### config.mk
export PLATFORM = sky130hd
export DESIGN_NAME = instruction_fetch
export DESIGN_NICKNAME = d
export VERILOG_FILES = /design/src/rtl/instruction_fetch.sv
export SDC_FILE = /design/constraint.sdc
export NUM_CORES = 1
export LEC_CHECK = 0
export BUFFER_PORTS_ARGS = -buffer_cell sky130_fd_sc_hd__buf_2
export CORE_MARGIN = 2
export CORE_UTILIZATION = 45
export CTS_BUF_LIST = sky130_fd_sc_hd__clkbuf_4 sky130_fd_sc_hd__clkbuf_8
export DETAILED_ROUTE_END_ITERATION = 7
export PLACE_DENSITY = 0.78
export SLEW_MARGIN = 20
export SYNTH_ARGS = -nofsm -noshare
export SYNTH_HDL_FRONTEND = slang
export SYNTH_SLANG_ARGS = --single-unit
export TNS_END_PERCENT = 30
### constraint.sdc
create_clock -name iClk -period 2.9 [get_ports iClk]
set_clock_uncertainty 0.05 [all_clocks]
set_input_delay 0.58 -clock iClk [delete_from_list [all_inputs] [get_ports iClk]]
set_output_delay 0.58 -clock iClk [all_outputs]
set_load 0.01 [all_outputs]
### src/rtl/instruction_fetch.sv
// IF stage: owns the PC, fetches one word at a time over req/gnt + rvalid,
// and presents a registered {pc, instruction, valid} bundle to ID.
package instruction_fetch_pkg;
  localparam int RegWidth = 32;

  typedef struct packed {
    logic [RegWidth-1:0] pc;
    logic [RegWidth-1:0] instruction;
    logic                valid;
  } if_id_t;

  typedef enum logic [1:0] {
    IF_IDLE = 2'd0,
    IF_REQ  = 2'd1,
    IF_WAIT = 2'd2,
    IF_HOLD = 2'd3
  } if_state_e;
endpackage

// Imem handshake: a request transfers on a cycle with oImemReq && iImemGnt;
// oImemReq/oImemAddr stay stable until then (only a redirect may move the
// address). Exactly one response (iImemRValid) follows each transfer, at least
// one cycle later. ID back-pressure: iStall=1 means oID is held unchanged.
module instruction_fetch
  import instruction_fetch_pkg::*;
#(
  parameter logic [RegWidth-1:0] RESET_VEC = 32'h0000_0000,
  parameter logic [RegWidth-1:0] NOP_INS   = 32'h0000_0013
) (
  input  logic                iClk,
  input  logic                nRst,
  input  logic                iEn,
  input  logic                iStall,
  input  logic                iRedirect,
  input  logic [RegWidth-1:0] iRedirectPC,
  output logic                oImemReq,
  output logic [RegWidth-1:0] oImemAddr,
  input  logic                iImemGnt,
  input  logic                iImemRValid,
  input  logic [RegWidth-1:0] iImemRData,
  output if_id_t              oID,
  output logic [1:0]          oDbgState
);

  if_state_e           state_q, state_d;
  logic [RegWidth-1:0] pc_q, pc_d;
  logic                drop_q, drop_d;
  logic [RegWidth-1:0] skid_pc_q, skid_pc_d;
  logic [RegWidth-1:0] skid_ins_q, skid_ins_d;
  if_id_t              id_q, id_d;

  always_ff @(posedge iClk or negedge nRst) begin
    if (!nRst) begin
      state_q    <= IF_IDLE;
      pc_q       <= RESET_VEC;
      drop_q     <= 1'b0;
      skid_pc_q  <= RESET_VEC;
      skid_ins_q <= NOP_INS;
      id_q       <= '{pc: RESET_VEC, instruction: NOP_INS, valid: 1'b0};
    end else begin
      state_q    <= state_d;
      pc_q       <= pc_d;
      drop_q     <= drop_d;
      skid_pc_q  <= skid_pc_d;
      skid_ins_q <= skid_ins_d;
      id_q       <= id_d;
    end
  end

  always_comb begin
    state_d    = state_q;
    pc_d       = pc_q;
    drop_d     = drop_q;
    skid_pc_d  = skid_pc_q;
    skid_ins_d = skid_ins_q;
    id_d       = id_q;

    // Unstalled ID consumes oID every cycle; default to a bubble.
    if (!iStall) begin
      id_d.valid       = 1'b0;
      id_d.instruction = NOP_INS;
    end

    case (state_q)
      IF_IDLE: if (iEn) state_d = IF_REQ;
      IF_REQ:  if (iImemGnt) state_d = IF_WAIT;
      IF_WAIT: begin
        if (iImemRValid) begin
          state_d = iEn ? IF_REQ : IF_IDLE;
          if (drop_q) begin
            drop_d = 1'b0;
          end else begin
            pc_d = pc_q + 32'd4;
            if (iStall) begin
              skid_pc_d  = pc_q;
              skid_ins_d = iImemRData;
              state_d    = IF_HOLD;
            end else begin
              id_d = '{pc: pc_q, instruction: iImemRData, valid: 1'b1};
            end
          end
        end
      end
      IF_HOLD: begin
        if (!iStall) begin
          id_d    = '{pc: skid_pc_q, instruction: skid_ins_q, valid: 1'b1};
          state_d = iEn ? IF_REQ : IF_IDLE;
        end
      end
      default: state_d = IF_IDLE;
    endcase

    // A redirect wins over everything; a granted request still owes a
    // response, which must be swallowed via drop.
    if (iRedirect) begin
      pc_d             = iRedirectPC & ~32'h3;
      id_d.valid       = 1'b0;
      id_d.instruction = NOP_INS;
      case (state_q)
        IF_WAIT: begin
          if (iImemRValid) begin
            drop_d  = 1'b0;
            state_d = iEn ? IF_REQ : IF_IDLE;
          end else begin
            drop_d  = 1'b1;
            state_d = IF_WAIT;
          end
        end
        IF_REQ: begin
          if (iImemGnt) begin
            drop_d  = 1'b1;
            state_d = IF_WAIT;
          end else begin
            state_d = IF_REQ;
          end
        end
        default: state_d = iEn ? IF_REQ : IF_IDLE;
      endcase
    end
  end

  assign oImemReq  = (state_q == IF_REQ);
  assign oImemAddr = pc_q;
  assign oID       = id_q;
  assign oDbgState = state_q;

endmodule
==> impl_metrics.xml <==
<?xml version="1.0" encoding="UTF-8"?>
<metrics>
  <group name="critical_path">
    <metric name="worst-path-max-fanout" unit="">20</metric>
    <metric name="worstRegToRegCells" unit="">6</metric>
    <metric name="worstPathArrival" unit="ps">2750</metric>
    <metric name="worstPathRequired" unit="ps">3230</metric>
    <metric name="worstSetupPathType" unit="">reg2reg</metric>
    <metric name="setup.worst_path.start_class" unit="">register</metric>
    <metric name="reg2reg_from" unit="">oDbgState[0]</metric>
    <metric name="regToRegSetupSlack" unit="ps">490</metric>
    <metric name="rr_endpoint" unit="">oImemAddr[29]</metric>
    <metric name="timing.critical_path.to_type" unit="">register</metric>
  </group>
  <group name="clock_network">
    <metric name="number_of_buffers_inserted_to_repair_setup_after_cts" unit="">0</metric>
    <metric name="number_of_h_tree_levels" unit="">4</metric>
    <metric name="gates_resized_cts_repair" unit="">0</metric>
    <metric name="insertion_delay" unit="ps">460</metric>
    <metric name="clock-root-buffer" unit="">clkbuf_8</metric>
    <metric name="tritoncts.num_buffers" unit="">17</metric>
    <metric name="ctsHoldBuffers" unit="">0</metric>
    <metric name="clk_path_buf_depth" unit="">2</metric>
    <metric name="cts_sinks" unit="">159</metric>
    <metric name="clk_transition_reported_paths" unit="ps">90</metric>
    <metric name="cts_tree" unit="">yes</metric>
  </group>
  <group name="timing">
    <metric name="hold_violations" unit="">0</metric>
    <metric name="timing.final.crit_share" unit="">0.832</metric>
    <metric name="worst_slew_margin_rel" unit="">0.484</metric>
    <metric name="period_minus_slack" unit="ps">2410</metric>
    <metric name="finalSetupViolations" unit="">0</metric>
    <metric name="hold-worst-slack" unit="ps">82.2</metric>
    <metric name="max_freq" unit="MHz">414</metric>
    <metric name="grt_setup_unrepaired" unit="">no</metric>
    <metric name="transition_at_the_pin_with_the_smallest_max_transition_slack" unit="ps">774</metric>
    <metric name="setup-tns-final" unit="ps">0</metric>
    <metric name="final_max_slew_viol_count" unit="">0</metric>
  </group>
  <group name="route">
    <metric name="detailedRoute.firstIterationViolations" unit="">437</metric>
    <metric name="remaining_drc_errors" unit="">0</metric>
    <metric name="highest-signal-layer" unit="">met5</metric>
    <metric name="wl_met2" unit="mm">8.77</metric>
    <metric name="drt-total-wl" unit="mm">18.5</metric>
    <metric name="avgRoutedWirePerCell" unit="um">17.3</metric>
    <metric name="avg_vias_per_cell" unit="">5.61</metric>
    <metric name="dr_total_vias" unit="">5998</metric>
    <metric name="wl_met1" unit="mm">7.99</metric>
    <metric name="detail-route-antenna-nets" unit="">0</metric>
    <metric name="detail_route.first_pass.iterations" unit="">5</metric>
    <metric name="met3_length" unit="mm">1.48</metric>
  </group>
  <group name="pwr">
    <metric name="total_power" unit="mW">7.36</metric>
    <metric name="peakVddDrop" unit="mV">0.341</metric>
    <metric name="power_leakage" unit="nW">3.96</metric>
    <metric name="p_clk_frac" unit="">0.230</metric>
    <metric name="p_per_area" unit="mW/mm^2">825</metric>
    <metric name="power_switching" unit="mW">2.48</metric>
    <metric name="intPower" unit="mW">4.88</metric>
    <metric name="share_seq_of_total_power" unit="">0.471</metric>
    <metric name="switching_share" unit="">0.336</metric>
    <metric name="comb_power_share" unit="">0.299</metric>
  </group>
  <group name="die">
    <metric name="io_pins" unit="">171</metric>
    <metric name="floorplan.die_area" unit="mm^2">0.0178</metric>
    <metric name="die_outline_height" unit="um">133</metric>
    <metric name="chipWidth" unit="um">133</metric>
    <metric name="row_count" unit="">47</metric>
    <metric name="floorplan.initialDensity" unit="">0.458</metric>
    <metric name="core_area" unit="mm^2">0.0165</metric>
  </group>
  <group name="placed_design">
    <metric name="placed_cells_incl_taps" unit="">1035</metric>
    <metric name="detailedPlacementHpwl" unit="mm">12.6</metric>
    <metric name="numPortBuffers" unit="">166</metric>
    <metric name="gp_congestion" unit="">0.799</metric>
  </group>
  <group name="synthesis">
    <metric name="netlist_area" unit="mm^2">0.00754</metric>
    <metric name="yosys_warnings" unit="">0</metric>
    <metric name="synth_seq_cells" unit="">159</metric>
    <metric name="synth_ff_type" unit="">dfrtp_1</metric>
    <metric name="netlist_instances" unit="">694</metric>
    <metric name="synth.top_cell.area_share" unit="">0.508</metric>
    <metric name="synth_area_per_cell" unit="um^2">10.9</metric>
    <metric name="synth_cell_type_count" unit="">60</metric>
    <metric name="top_cell_type_by_total_area_after_synthesis" unit="">dfrtp_1</metric>
    <metric name="synth_async_sr_flop_share" unit="">1.00</metric>
    <metric name="synth-seq-area-share" unit="">0.529</metric>
    <metric name="synth_enable_flop_cells" unit="">0</metric>
    <metric name="ys_top_cells_by_area" unit="">dfrtp_1, mux2_2, a221oi_1</metric>
  </group>
  <group name="global_route">
    <metric name="globalRouteOverflowTotal" unit="">0</metric>
    <metric name="global_route.usage.total" unit="">0.215</metric>
    <metric name="grt_antenna_before_repair" unit="">4</metric>
    <metric name="grt_first_pass_wirelength" unit="mm">30.3</metric>
    <metric name="grt_pass1_vias" unit="">5857</metric>
    <metric name="grt_max_degree" unit="">71</metric>
  </group>
  <group name="status">
    <metric name="outcome" unit="">finished clean</metric>
  </group>
  <group name="finish">
    <metric name="final_nets" unit="">911</metric>
    <metric name="drive_above_1_share" unit="">0.347</metric>
    <metric name="finalNonFillerCells" unit="">1069</metric>
    <metric name="flow.area_growth_from_synthesis" unit="%">18.3</metric>
  </group>
  <group name="flow_run">
    <metric name="cap_viol_max_count" unit="">0</metric>
  </group>
  <group name="hold_path">
    <metric name="worst_min_path_class" unit="">in2async</metric>
  </group>
</metrics>
metal layers:
metal,up-vias,GRT usage
met2,171,0.345
li1,2842,-
met3,24,0.0761
met5,-,0
met4,4,0.0697
met1,2957,0.274
cells by family after synthesis:
group | share of synthesized area
and+or+nand+nor | 0.160
xor gates and xnor gates | 0.00929
AOI/OAI and AO/OA | 0.152
adders and majority gates | 0.00995
other | 0.000497
muxes | 0.0909
buffers and inverters | 0.0489
DFF | 0.529
synthesized netlist by cell type, drive strengths merged (7+ instances only):
cell / n
nor3: 29
mux2: 60
a31oi: 17
buf: 27
inv: 7
dfrtp: 153
o21ai: 29
o31ai: 10
and4: 9
nand3: 10
a221oi: 30
clkbuf: 35
nand4: 12
nor2b: 34
a21oi: 39
nor2: 53
a22oi: 30
or4: 13
nand2: 28
placed cells by master (no fill, tap or decap), types with 15 or more instances in the layout:
cell,netlist,final
mux2_2,60,60
dfrtp_1,153,153
a22oi_1,30,30
nor3_1,29,29
a31oi_1,17,17
nor2b_1,34,33
a221oi_1,30,30
buf_2,12,165
nor2_1,53,52
nand2_1,28,27
buf_4,7,15
clkbuf_8,0,19
a21oi_1,39,38
o21ai_0,29,29
worst max path at each step:
stage,startpoint,endpoint,slack [ps],cells after the start
3_5_place_dp,oDbgState[0],oImemAddr[29],470,6
6_report,oDbgState[0],oImemAddr[29],490,6
5_1_grt,oDbgState[0],oImemAddr[29],250,6
3_3_place_gp,oDbgState[0],oImemAddr[27],550,6
2_1_floorplan,oDbgState[0],oImemAddr[26],800,6
4_1_cts,oDbgState[0],oImemAddr[29],460,6
registers in the layout, summed over array words and instances (netlist names):
register / cells
oImemAddr: 30
drop_q: 1
skid_ins_q: 32
oDbgState: 2
skid_pc_q: 30
oID: 64
worst max-delay path: stages, from the launching register on:
cell and delay, ps:
dfrtp_1 430, inv_1 140, ha_1 230, and3b_1 400, nand4_4 330, or4_1 590
a31oi_1 170
power by group through the flow:
stage | Clock [mW] | Combinational [mW] | Sequential [mW]
CTS | 1.75 | 2.23 | 3.46
global placement | 0 | 2.16 | 3.46
floorplan | 0 | 1.34 | 3.55
finish | 1.70 | 2.20 | 3.46
detailed placement | 0 | 2.22 | 3.51
global route | 1.83 | 2.46 | 3.57
area by class of cell:
class	count	area, um^2
antenna	2	5.00
clock buffer	19	262
clock inverter	13	148
fill	1476	7550
inverter	7	26.3
multi-input combinational	465	3210
sequential	159	3990
tap	220	275
timing repair buffer	184	1010
metrics by stage:
stage | setup WS (ps) | util | cell area [um^2]
2_1_floorplan | 805 | - | 7540
3_3_place_gp | 554 | 0.517 | 8510
3_5_place_dp | 474 | 0.517 | 8510
4_1_cts | 461 | 0.541 | 8910
5_1_grt | 250 | 0.542 | 8920
6_report | 486 | 0.542 | 8920
Note: power is estimated with default switching activity, not from simulation.
